===== config.mk =====
export PLATFORM = sky130hd
export DESIGN_NAME = jtdd2_shared_arb
export DESIGN_NICKNAME = d
export VERILOG_FILES = /design/src/rtl/jtdd2_shared_arb.sv
export SDC_FILE = /design/constraint.sdc
export NUM_CORES = 1
export LEC_CHECK = 0
export CORE_ASPECT_RATIO = 0.9
export CORE_UTILIZATION = 44
export DETAILED_ROUTE_END_ITERATION = 6
export GPL_ROUTABILITY_DRIVEN = 0
export PLACE_DENSITY = 0.84
export SYNTH_ARGS = -nofsm -noshare
export SYNTH_HDL_FRONTEND = slang
export SYNTH_SLANG_ARGS = --single-unit
export TNS_END_PERCENT = 10

===== constraint.sdc =====
create_clock -name clk -period 4.1 [get_ports clk]
set_input_delay 0.41 -clock clk [delete_from_list [all_inputs] [get_ports clk]]
set_output_delay 0.41 -clock clk [all_outputs]
set_load 0.05 [all_outputs]

===== src/rtl/jtdd2_shared_arb.sv =====
// Single-port arbiter for the DD2 main/sub shared RAM: round-robin grant,
// fixed IDLE -> ACC -> CAP access sequence, level ok handshakes per requester.
module jtdd2_shared_arb #(
    parameter int AW = 10,
    parameter int DW = 8
) (
    input  logic          clk,
    input  logic          rst,
    input  logic          main_cs,
    input  logic          main_wrn,
    input  logic [AW-1:0] main_addr,
    input  logic [DW-1:0] main_dout,
    output logic [DW-1:0] main_din,
    output logic          main_ok,
    input  logic          sub_cs,
    input  logic          sub_wrn,
    input  logic [AW-1:0] sub_addr,
    input  logic [DW-1:0] sub_dout,
    output logic [DW-1:0] sub_din,
    output logic          sub_ok,
    input  logic          mcu_halt,
    output logic [AW-1:0] ram_addr,
    output logic [DW-1:0] ram_data,
    output logic          ram_we,
    input  logic [DW-1:0] ram_q,
    output logic          sub_busy
);

    typedef enum logic [1:0] {
        ST_IDLE,
        ST_ACC,
        ST_CAP
    } state_t;

    state_t        r_state;
    state_t        w_next;

    logic          r_last_sub;
    logic          r_win_sub;
    logic          r_wrn;
    logic [AW-1:0] r_addr;
    logic [DW-1:0] r_data;
    logic [DW-1:0] r_main_din;
    logic [DW-1:0] r_sub_din;
    logic          r_main_done;
    logic          r_sub_done;

    logic          w_main_pend;
    logic          w_sub_pend;
    logic          w_grant;
    logic          w_grant_sub;

    assign w_main_pend = main_cs & ~r_main_done;
    assign w_sub_pend  = sub_cs & ~r_sub_done & ~mcu_halt;

    // On a tie the side that was not served last wins
    always_comb begin
        w_grant     = (r_state == ST_IDLE) & (w_main_pend | w_sub_pend);
        w_grant_sub = w_sub_pend & (~w_main_pend | ~r_last_sub);
    end

    always_ff @(posedge clk or posedge rst) begin
        if (rst) begin
            r_state <= ST_IDLE;
        end else begin
            r_state <= w_next;
        end
    end

    always_comb begin
        w_next = r_state;
        case (r_state)
            ST_IDLE: if (w_grant) w_next = ST_ACC;
            ST_ACC:  w_next = ST_CAP;
            ST_CAP:  w_next = ST_IDLE;
            default: w_next = ST_IDLE;
        endcase
    end

    always_comb begin
        ram_we   = 1'b0;
        sub_busy = 1'b0;
        case (r_state)
            ST_ACC: begin
                ram_we   = ~r_wrn;
                sub_busy = r_win_sub;
            end
            ST_CAP: begin
                sub_busy = r_win_sub;
            end
            default: begin
                ram_we   = 1'b0;
                sub_busy = 1'b0;
            end
        endcase
    end

    always_ff @(posedge clk or posedge rst) begin
        if (rst) begin
            r_win_sub <= 1'b0;
            r_wrn     <= 1'b1;
            r_addr    <= '0;
            r_data    <= '0;
        end else if (w_grant) begin
            r_win_sub <= w_grant_sub;
            r_wrn     <= w_grant_sub ? sub_wrn   : main_wrn;
            r_addr    <= w_grant_sub ? sub_addr  : main_addr;
            r_data    <= w_grant_sub ? sub_dout  : main_dout;
        end
    end

    always_ff @(posedge clk or posedge rst) begin
        if (rst) begin
            r_last_sub <= 1'b1;
            r_main_din <= '0;
            r_sub_din  <= '0;
        end else if (r_state == ST_CAP) begin
            r_last_sub <= r_win_sub;
            if (r_wrn) begin
                if (r_win_sub) r_sub_din  <= ram_q;
                else           r_main_din <= ram_q;
            end
        end
    end

    // Completion wins over clearing, so a cs dropped mid-access still shows one ok cycle
    always_ff @(posedge clk or posedge rst) begin
        if (rst) begin
            r_main_done <= 1'b0;
            r_sub_done  <= 1'b0;
        end else begin
            if (r_state == ST_CAP && !r_win_sub) r_main_done <= 1'b1;
            else if (!main_cs)                   r_main_done <= 1'b0;
            if (r_state == ST_CAP && r_win_sub)  r_sub_done  <= 1'b1;
            else if (!sub_cs)                    r_sub_done  <= 1'b0;
        end
    end

    assign main_din = r_main_din;
    assign sub_din  = r_sub_din;
    assign main_ok  = r_main_done;
    assign sub_ok   = r_sub_done;
    assign ram_addr = r_addr;
    assign ram_data = r_data;

endmodule


==> run summary <==
Run status: completed
Clk root buf: clkbuf_8
Total grt overflow: 0
Sw power: 1.24 mW
Ys async rst share: 100%
Combinational Power Share: 60.4%
Largest net degree at the start of global routing: 42
Vias in the first global route: 1685
Clock buffer depth: 2
Final max-slew violation count: 0
Worst slew pin tran: 1200 ps
Syn avg cell area: 11.1 sq um
Most common cell in the netlist: dfrtp_1
DIE HEIGHT: 65.3 um
Main flop type after synthesis: dfrtp_1
Synth area leader: dfrtp_1
Reg-to-Reg End: ram_data[5]$_DFFE_PP0P_
Buffers & Inverters on Critical Path: 1
Number of flops mapped to enable cells by yosys: 0
Worst path required time: 4220 ps
CTS tree: done
Share of the synthesized area in the top cell type: 49.9%
R2r setup slk: 1590 ps
Synth warn: 0
Core ar.: 4160 sq um
Crit path cell chain: inv_1 > ha_1 > and3b_1 > or2_1 > a31oi_1
Biggest cell delay along the critical path: 660 ps
Distinct cell type count after synthesis: 27
Worst Hold Depth: 1
Final Setup Violations: 0
Critical-path top delay cell: and3b_1
Top delay family on crit path: simple AND/OR/NAND/NOR gates
Setup crit start kind: register
Antenna violations before repair: 0
Drt total wl: 5030 um
HPWL Detailed: 3500 um
Fmax: 0.398 GHz
Hold crit path type: reg2reg
Placed cells: 312
Setup crit end kind: register
Fin crit share: 61.3%
Hold Fails Final Rpt: 0
Layout cells sized above 1: 11.9%
DRC marker count from the first detailed-route iteration: 132
Top post-synthesis cells by area: dfrtp_1, mux2_2, a31oi_1, nand3_1, nor3_1
Worst-Skew Late Latency: 280 ps
Syn Nets: 234
Net Sw Frac: 48.3%
CTS buffer count: 5
# resized after CTS: 0
PD cells: 876 nW/um^2
Register area share after synthesis: 52.6%
CP arrival: 2630 ps
Kind of critical path: reg2reg
Setup bufs post-CTS: 0
Synthesized flop and latch total: 41
Hold Path Sink: sub_din[5]$_DFFE_PP0P_
RSZ-0062 raised after global routing: no
Clk_skew: 3.98 ps
Dpl ws: 1450 ps
Hold_sp: sub_din[5]$_DFFE_PP0P_
Chip Width: 72.3 um
Post-layout util: 70.6%
R2r startpoint: r_state[0]$_DFFE_PP0P_
Drt via density: 5.44
Port bufs: 88
Slew headroom: 19.9%
Worst-path clk slew: 80 ps
Starting Density: 47.1%
Hold slack final: 508 ps
Crit-path max FO: 20
TritonRoute pass-1 iters: 4
H-tree depth: 2
Max VDD drop: 0.488 mV
First-pass GRT wire length: 8210 um
Layout area overhead: 49.9%
MaxCap Viol Count: 0
Number of diodes: 0
Final-stage net count: 316
Vias: 1742
Cell-internal power: 1.33 mW
Static leakage: 1.16 nW
Fill cell count: 299
Post-Synthesis Cells: 177
Placement Rows: 22
Seq pwr share: 28.6%
PnR worst setup slack: 1590 ps
Final Non-Filler Cells: 320
DIE AREA: 4720 sq um
Most frequent cells after synthesis: dfrtp_1, nand3_1, a31oi_1, nor3_1, o21ai_0
FF-to-FF path depth: 5
Total GRT Usage: 22.6%
Antenna-violating nets left: 0
Post-route setup TNS: 0 ps
Avg WL per Cell: 15.7 um
Cts-stage hold buffer count: 0
Clk pwr share: 11.0%
Fin crit period: 2510 ps
# IOs: 89
CTS Sinks: 41
Residual DRC: 0
Mapped Area: 1960 sq um
-- power groups by stage --
stage / Clock, mW / Combinational, mW / Sequential [mW]
final: 0.282 / 1.55 / 0.736
after detailed placement: 0 / 1.55 / 0.746
after global placement: 0 / 1.54 / 0.734
after floorplan: 0 / 0.461 / 1.35
after global routing: 0.309 / 1.64 / 0.763
after CTS: 0.288 / 1.56 / 0.737
-- flip-flops by register name, indices dropped and copies added, names as in the netlist --
register,cells
r_wrn,1
sub_din,8
ram_data,8
main_ok,1
main_din,8
r_win_sub,1
r_state,2
r_last_sub,1
sub_ok,1
ram_addr,10
-- per-layer routing --
layer / wire length, um / track usage [%] / part of all wire, % / vias up
li1: - / - / - / 814
met1: 2180 / 31.2 / 43 / 855
met2: 2480 / 36.0 / 49 / 67
met3: 300 / 3.83 / 6.0 / 6
met4: 65 / 7.84 / 1.3 / 0
met5: 0 / 0 / 0 / -
-- worst register-to-register path, cell delays in order, from the launching register on --
cell and delay, ps:
dfrtp_1 420, inv_1 150, ha_1 250, and3b_1 660, or2_1 670, a31oi_1 200
-- worst max path at each step --
stage,startpoint,endpoint,slack [ps],cells after the start
after floorplan,r_state[1]$_DFFE_PP0P_,ram_we,2350,3
after global placement,main_cs,ram_data[7]$_DFFE_PP0P_,1560,4
after detailed placement,main_cs,ram_data[5]$_DFFE_PP0P_,1450,4
after CTS,r_state[0]$_DFFE_PP0P_,ram_data[5]$_DFFE_PP0P_,1610,5
after global routing,r_state[0]$_DFFE_PP0P_,ram_data[5]$_DFFE_PP0P_,1410,5
final,r_state[0]$_DFFE_PP0P_,ram_data[5]$_DFFE_PP0P_,1590,5
-- cell type report --
class | instances | area [sq um] | share of cell area [%]
inverters | 4 | 15.0 | 0.512
repair buffers | 89 | 888 | 30.3
well taps | 60 | 75.1 | 2.56
flip-flops and latches | 41 | 1030 | 35.1
clock inverters | 1 | 5.00 | 0.171
multi-input cells | 118 | 825 | 28.1
clock buffers | 7 | 96.3 | 3.28
-- through the flow --
| stage | power, mW | cell area, sq um |
|---|---|---|
| after floorplan | 1.81 | 1960 |
| after global placement | 2.27 | 2830 |
| after detailed placement | 2.30 | 2830 |
| after CTS | 2.58 | 2930 |
| after global routing | 2.71 | 2930 |
| final | 2.57 | 2930 |
-- layout by cell type (no fill, tap or decap) --
master           synthesis  layout
a22o_1                   2       2
a31oi_1                 19      19
and2_1                   1       1
and3b_1                  2       2
and4bb_2                 1       1
buf_4                    3       1
clkbuf_8                 0       7
clkdlybuf4s50_1          0      88
clkinv_2                 0       1
dfrtp_1                 39      39
dfstp_2                  2       2
ha_1                     6       6
inv_1                    4       4
mux2_1                   2       2
mux2_2                  17      17
nand2b_1                 1       1
nand3_1                 22      22
nand3_2                  1       1
nand3b_1                 1       1
nor2b_1                  1       1
nor3_1                  19      19
nor3b_2                  0       1
o21ai_0                 19      19
o21ai_1                  1       1
or2_1                    1       1
or3b_1                   1       1
-- kinds of logic (layout without fill, tap and decap cells) --
logic type                 count (synthesis)  in the layout  share of synthesized area, %
AOI/OAI and AO/OA                         41             41                          12.1
DFF                                       41             41                          52.6
buffers and inverters                     18            101                          5.56
adders and majority gates                  6              6                          3.84
and+or+nand+nor                           52             52                          15.0
muxes                                     19             19                          10.9
Power figures use the tool's default switching activity.
